[config.mk]
export PLATFORM = sky130hd
export DESIGN_NAME = mix_columns_seq
export DESIGN_NICKNAME = d
export VERILOG_FILES = /design/src/rtl/mix_columns_seq.sv
export SDC_FILE = /design/constraint.sdc
export NUM_CORES = 1
export LEC_CHECK = 0
export ABC_AREA = 1
export BUFFER_PORTS_ARGS = -buffer_cell sky130_fd_sc_hd__buf_4
export CORE_MARGIN = 4
export CORE_UTILIZATION = 61
export DETAILED_ROUTE_END_ITERATION = 12
export PLACE_DENSITY = 0.82
export SYNTH_ARGS = -nofsm -noshare
export SYNTH_HDL_FRONTEND = slang
export SYNTH_SLANG_ARGS = --single-unit
[constraint.sdc]
create_clock -name clk -period 3.55 [get_ports clk]
set_input_delay 0.355 -clock clk [delete_from_list [all_inputs] [get_ports clk]]
set_output_delay 0.355 -clock clk [all_outputs]
set_load 0.005 [all_outputs]
[src/rtl/mix_columns_seq.sv]
// Iterative AES-128 MixColumns stage: mixes COLS_PER_CYCLE columns per clock between
// ShiftRows and AddRoundKey, with valid/ready handshakes on both sides.

module mul_by_2 (
  input  logic [7:0] a,
  output logic [7:0] y
);
  // xtime in GF(2^8), reduction polynomial x^8+x^4+x^3+x+1
  assign y = {a[6:0], 1'b0} ^ (a[7] ? 8'h1b : 8'h00);
endmodule

module mix_columns_seq #(
  parameter int unsigned COLS_PER_CYCLE = 1
) (
  input  logic         clk,
  input  logic         rst_n,
  input  logic         in_valid,
  output logic         in_ready,
  input  logic         bypass,
  input  logic [127:0] state_in,
  output logic         out_valid,
  input  logic         out_ready,
  output logic [127:0] state_out,
  output logic         busy
);

  localparam int unsigned STATE_W  = 128;
  localparam int unsigned COL_W    = 32;
  localparam int unsigned NUM_COLS = 4;
  localparam int unsigned CNT_W    = 3;

  if (COLS_PER_CYCLE != 1 && COLS_PER_CYCLE != 2 && COLS_PER_CYCLE != 4) begin : g_bad_cpc
    $error("mix_columns_seq: COLS_PER_CYCLE must be 1, 2 or 4");
  end

  typedef enum logic [1:0] {
    IDLE = 2'd0,
    BUSY = 2'd1,
    DONE = 2'd2
  } state_t;

  state_t             state;
  state_t             next_state;
  logic [CNT_W-1:0]   col_cnt;
  logic [COL_W-1:0]   work_cols   [NUM_COLS];
  logic [COL_W-1:0]   result_cols [NUM_COLS];
  logic [COL_W-1:0]   mixed       [COLS_PER_CYCLE];
  logic [1:0]         mix_idx     [COLS_PER_CYCLE];
  logic               last_group;

  assign last_group = (col_cnt + CNT_W'(COLS_PER_CYCLE)) == CNT_W'(NUM_COLS);

  // One mixing lane per column handled in a cycle
  for (genvar k = 0; k < COLS_PER_CYCLE; k++) begin : g_lane
    logic [1:0] idx;
    logic [7:0] a  [4];
    logic [7:0] x2 [4];

    assign idx = 2'(col_cnt + CNT_W'(k));

    for (genvar r = 0; r < 4; r++) begin : g_byte
      assign a[r] = work_cols[idx][31-8*r -: 8];
      mul_by_2 u_mul (.a(a[r]), .y(x2[r]));
    end

    // 3a is formed as xtime(a)^a
    assign mixed[k] = {x2[0] ^ x2[1] ^ a[1] ^ a[2] ^ a[3],
                       a[0] ^ x2[1] ^ x2[2] ^ a[2] ^ a[3],
                       a[0] ^ a[1] ^ x2[2] ^ x2[3] ^ a[3],
                       x2[0] ^ a[0] ^ a[1] ^ a[2] ^ x2[3]};
    assign mix_idx[k] = idx;
  end

  always_ff @(posedge clk or negedge rst_n) begin
    if (!rst_n) state <= IDLE;
    else        state <= next_state;
  end

  always_comb begin
    next_state = state;
    case (state)
      IDLE:    if (in_valid)   next_state = bypass ? DONE : BUSY;
      BUSY:    if (last_group) next_state = DONE;
      DONE:    if (out_ready)  next_state = IDLE;
      default:                 next_state = IDLE;
    endcase
  end

  always_comb begin
    in_ready  = 1'b0;
    out_valid = 1'b0;
    busy      = 1'b0;
    case (state)
      IDLE:    in_ready  = 1'b1;
      BUSY:    busy      = 1'b1;
      DONE: begin
        out_valid = 1'b1;
        busy      = 1'b1;
      end
      default: in_ready  = 1'b0;
    endcase
  end

  // Work register is sampled once on accept; results fill column slots as they are mixed
  always_ff @(posedge clk or negedge rst_n) begin
    if (!rst_n) begin
      col_cnt <= '0;
      for (int unsigned c = 0; c < NUM_COLS; c++) begin
        work_cols[c]   <= '0;
        result_cols[c] <= '0;
      end
    end else begin
      case (state)
        IDLE: begin
          if (in_valid) begin
            col_cnt <= '0;
            for (int unsigned c = 0; c < NUM_COLS; c++) begin
              work_cols[c] <= state_in[STATE_W-1-COL_W*c -: COL_W];
              if (bypass) result_cols[c] <= state_in[STATE_W-1-COL_W*c -: COL_W];
            end
          end
        end
        BUSY: begin
          for (int unsigned k = 0; k < COLS_PER_CYCLE; k++) begin
            result_cols[mix_idx[k]] <= mixed[k];
          end
          col_cnt <= col_cnt + CNT_W'(COLS_PER_CYCLE);
        end
        default: ;
      endcase
    end
  end

  assign state_out = {result_cols[0], result_cols[1], result_cols[2], result_cols[3]};

endmodule
After elaboration in Yosys (flattened, before gate mapping) --
Cells that the tools add are included.
Word-level totals: register bits after elaboration 261
Operators by class: reductions and logical operators 8, eq/ne operators 7, multiplexer cells 26, order comparisons 2, $add $sub $neg 1, bitwise logic cells 21
Operator list (count):
- 128-bit one-hot mux with 2 select lines | 1
- 32-bit 2-to-1 mux | 7
- 8-bit XOR | 20
- 128-bit bitwise mux | 1
- 128-bit 2-to-1 mux | 1
- 32-bit binary-select mux with 2-bit select | 1
- 32-bit demux with 2-bit select | 1
- 5-bit 2-to-1 mux | 4
- 2-bit 2-to-1 mux | 4
- 2-bit inequality test, second input constant | 4
- 2-bit one-hot mux with 3 select lines | 1
- 3-bit one-hot mux with 2 select lines | 1
- 3-bit AND reduction | 2
- 2-bit AND reduction | 2
- 3-bit by 1-bit adder with 3-bit output, second input constant | 1
- 3-bit == test, second input constant | 1
- 3-bit >= comparator, second input constant | 1
- 3-bit by 1-bit less-than comparator with 1-bit output, second input constant | 1
- 1-bit 2-to-1 mux | 3
- 3-bit 2-to-1 mux | 1
- 2-bit NOT with 3-bit output | 1
- 2-bit by 1-bit == test with 1-bit output, second input constant | 1
- 2-bit == test, second input constant | 1
- 2-bit zero test | 1
- 3 further kinds | 3

Logic depth before layout (Yosys ltp) --
depth after elaboration 12, gate-level depth with buffers 16, mapped depth without buffers 14

Hierarchy --
Synthesis repeated with hierarchy kept, for this count alone.
Unflattened totals: cell total of the unflattened synthesis 1660, area, all modules 14033.5 µm²
By module, submodules not included:
- mix_columns_seq | area an instance 13688.1 µm², cells each 1588, times used 1
- mul_by_2 | area an instance 86.3 µm², cells each 18, times used 4

Least setup slack after synthesis --
OpenSTA, ideal clock, no wires.
path type flip-flop to flip-flop, start point register col_cnt[1], end point register result_cols (netlist bit state_out[100]), data required time 3473 ps, arrival 1737 ps, buffers on the path 3, cell stages (with the launch flop) 9, period minus slack after synthesis 1814 ps, path slack 1736 ps, path through dfrtp_1 inv_2 buf_4 buf_2 ha_1 o21ai_1 clkbuf_1 a21oi_1 a21oi_1
Between the ends: longest elaborated chain between the ends 12, elaborated cells between the ends (all ways) 19, classes of those cells order compare: 2; mux: 9; bitwise: 7; reduce/logical: 1
Ends and longest elaborated chain:
- start: declaration | line 44 | logic [CNT_W-1:0] col_cnt;
- start signal: assignment | line 127 | col_cnt <= col_cnt + CNT_W'(COLS_PER_CYCLE);
- 2-bit NOT with 3-bit output (not written as such) (*) | line 62, 125
- 32-bit binary-select mux with 2-bit select | line 62 | assign a[r] = work_cols[idx][31-8*r -: 8];
- 32-bit 2-to-1 mux (not written as such) (2 in a row) | line 62
- 5-bit 2-to-1 mux | line 9 | assign y = {a[6:0], 1'b0} ^ (a[7] ? 8'h1b : 8'h00);
- 8-bit XOR | line 9
- 8-bit XOR (4 in a row) | line 70 | x2[0] ^ a[0] ^ a[1] ^ a[2] ^ x2[3]};
- 128-bit bitwise mux (*) | line 125 | result_cols[mix_idx[k]] <= mixed[k];
- 128-bit one-hot mux with 2 select lines (*) | line 113 | case (state)
- end signal: indexed assignment | line 119 | if (bypass) result_cols[c] <= state_in[STATE_W-1-COL_W*c -: COL_W];
- end signal: indexed assignment | line 125
- end: declaration | line 46 | logic [COL_W-1:0] result_cols [NUM_COLS];
Every way passes the cells marked *; elsewhere a longest branch is shown, timed or not. The select of a mux whose other input is x is not followed. A chain may end at the register's enable or synchronous reset.

Worst setup path after layout --
start point register state[1], end point register result_cols (netlist bit state_out[96])
Between the ends: longest elaborated chain between the ends 3, elaborated cells between the ends (all ways) 7, classes of those cells eq/ne: 3; mux: 1; reduce/logical: 3
Ends and longest elaborated chain:
- start: declaration | line 42 | state_t state;
- start signal: assignment | line 76 | else state <= next_state;
- 2-bit by 1-bit == test with 1-bit output / 2-bit zero test (equally long branches) | line 113
- 2-bit nonzero test (no line) / 2-bit inequality test (equally long branches)
- 3-bit AND reduction (no line)
Several ways; a longest one is shown, not always the timed one.

==> flow_summary.ini <==
[outcome]
status = finished clean

[clock_network]
cts_tree = built
clockRootBuffer = clkbuf_16
numClockSinks = 261
numCtsBuffers = 28
clk_latency_ps = 550
cts.clk_slew.worst_paths_ps = 60
cts_buffer_depth = 3
htreeDepth = 1
cts_setup_buffers = 0

[layout]
drive_gt1_share_pct = 18.2
final_cell_count_no_fill = 2593
seqCellArea_um2 = 6530
multi_input_area_um2 = 6970
antenna_cells = 0
synthToLayoutAreaGrowth_pct = 21.8
fill_cells = 1753
fin_nets = 2399

[grt]
grt_pass1_vias = 15065
grt_pass1_wl_um = 78900
overflow = 0
grt_max_degree = 93
grtUsageTotal_pct = 37.6
antenna_found_initial = 1

[floorplan]
dieArea_um2 = 25900
die_height_um = 161
rows = 55
io_pins = 264
initial_utilization_pct = 62.6
coreArea_um2 = 22800
die_w_um = 161

[synthesis]
ys_warn_count = 0
syn-cell-area_um2 = 14300
synth_nets = 2185
synthTopCellsByArea = dfrtp_1 (46%), nand2_1 (25%), a21oi_1 (9.0%)
yosys.area.top_type = dfrtp_1
ys_types = 29
seq_area_frac_synth_pct = 45.8
synth.avg_cell_area_um2 = 6.97
synth-seq-cells = 261
synth_top_area_share_pct = 45.8
synthCells = 2044

[timing]
max_clock_freq_mhz = 352
setup_tns_ps = 0
period_share_pct = 80.1
report.final.slew_viol_count = 0
setup_viol_count_final = 0
rsz0062_at_grt = no
final.min_clock_period_ps = 2840
layout_setup_ws_ps = 708
clock_skew_ps = 13.3
slew_headroom_pct = 37.7
hold_viol = 0
tightest_slew_ps = 934

[place]
hpwlAfterDp_um = 34000
io_buffer_count = 263
placed_cells = 2540
post-place-ws_ps = 896
place_congestion = 0.994

[detailed_routing]
wl_met3_um = 5490
highest_layer = met5
ant_nets = 0
drt-initial-drc-count = 1822
routed_wl_um = 49600
drcViolationCount = 0
first_pass_iters = 6
routedWlPerCell_um = 19.1
vias = 15396
via_per_inst = 5.94
wl_met2_um = 22500
met1_length_um = 19100

[critical_path]
path_class = register to register
endpoint_kind = register
cp.arrival_ps = 3300
r2r_start = state[1]
startpoint_type = register
regToRegEndpoint = state_out[96]
rrSetupSlack_ps = 710
crit_required_ps = 4010
critPathMaxFanout = 32
r2r.worst_path.cells = 8

[hold_path]
hp-class = input pin to register
hp-start = state_in[74]
hold_end = work_cols[74]
hold_depth = 3

[flow_run]
maxCapViolations = 0
## how the worst max path moves through the flow
stage / slack [ps] / cells past startpoint / startpoint / endpoint
final: 710 / 8 / state[1] / state_out[96]
after global routing: 640 / 8 / state[1] / state_out[110]
after CTS: 780 / 8 / state[1] / state_out[100]
after global placement: 1040 / 8 / state[1] / state_out[21]
after detailed placement: 900 / 8 / state[1] / state_out[109]
after floorplan: 1740 / 8 / col_cnt[1] / state_out[100]
## cells by family after synthesis
logic type	synth area share, %
adder cells (fa/ha/maj)	0.702
XOR/XNOR	0.667
buffers and inverters	5.53
AO/OA/AOI/OAI	10.0
AND/OR/NAND/NOR	37.2
flip-flops	45.8
## stage by stage
| step | hold slack [ps] | util [%] | cell area [um2] |
|---|---|---|---|
| 6_report | 11.1 | 76.2 | 17400 |
| 5_1_grt | 12.2 | 76.2 | 17400 |
| 4_1_cts | 9.11 | 76.2 | 17400 |
| 3_5_place_dp | 422 | 72.0 | 16400 |
| 3_3_place_gp | 422 | 72.0 | 16400 |
| 2_1_floorplan | 59.4 | - | 14300 |
## cell usage in the layout, fill, tap and decap left out, types with 16 or more instances in the layout
cell type    n
clkbuf_16   29
buf_4      281
o21ai_0     16
dfrtp_1    260
nand2_2     38
inv_1       39
nand2_1    942
nor2_1     133
a21oi_1    257
nand3_1    186
inv_2       25
## sequential cells by signal, summed over array words and instances (netlist names)
| signal | flops |
|---|---|
| work_cols | 128 |
| state | 2 |
| state_out | 128 |
| col_cnt | 3 |
## cell usage after synthesis
cell      number
buf_1          8
o21ai_0       16
nand2_4        4
or2_1          2
nand2_2       38
nor2_1       133
o32ai_1        1
buf_6         11
a21oi_1      257
ha_1           8
dfrtp_1      261
buf_2         18
nand3_1      186
o22ai_1        3
inv_1         40
o21ai_2        1
nand4_1        1
a21o_1         1
xnor2_1        7
xnor2_2        1
inv_2         26
buf_8          2
nand3b_1       2
xor2_1         2
buf_4          5
nand3_2        2
nand2_1      943
clkbuf_1      61
o21ai_1        4
## what timing repair did
action | 4_1_cts | 5_1_grt
hold buffers | 1 | 0
resized for setup | 0 | 0
endpoints found under the hold margin | 89 | 0
endpoints found under the setup margin | 0 | 0
## layout make-up
| type | instances | share of cell area [%] |
|---|---|---|
| Clock buffer | 41 | 4.84 |
| Clock inverter | 11 | 0.678 |
| Inverter | 66 | 1.46 |
| Multi-Input combinational cell | 1612 | 40.1 |
| Sequential cell | 261 | 37.6 |
| Tap cell | 313 | 2.26 |
| Timing Repair Buffer | 289 | 13.0 |
## per-layer routing
layer | vias to the layer above | GRT usage [%]
li1 | 6944 | -
met1 | 7135 | 50.4
met2 | 1112 | 59.9
met3 | 203 | 7.26
met4 | 2 | 17.3
met5 | - | 0
## worst max-delay path: stages (launching register included)
cell	delay, ps
dfrtp_1	390
inv_1	110
ha_1	380
inv_4	130
o22ai_1	600
o21ai_2	190
inv_2	680
nor2_1	100
a21oi_1	180
Power is not shown: default switching activity piles up to over one toggle a cycle in this logic, so the estimate is an artifact.
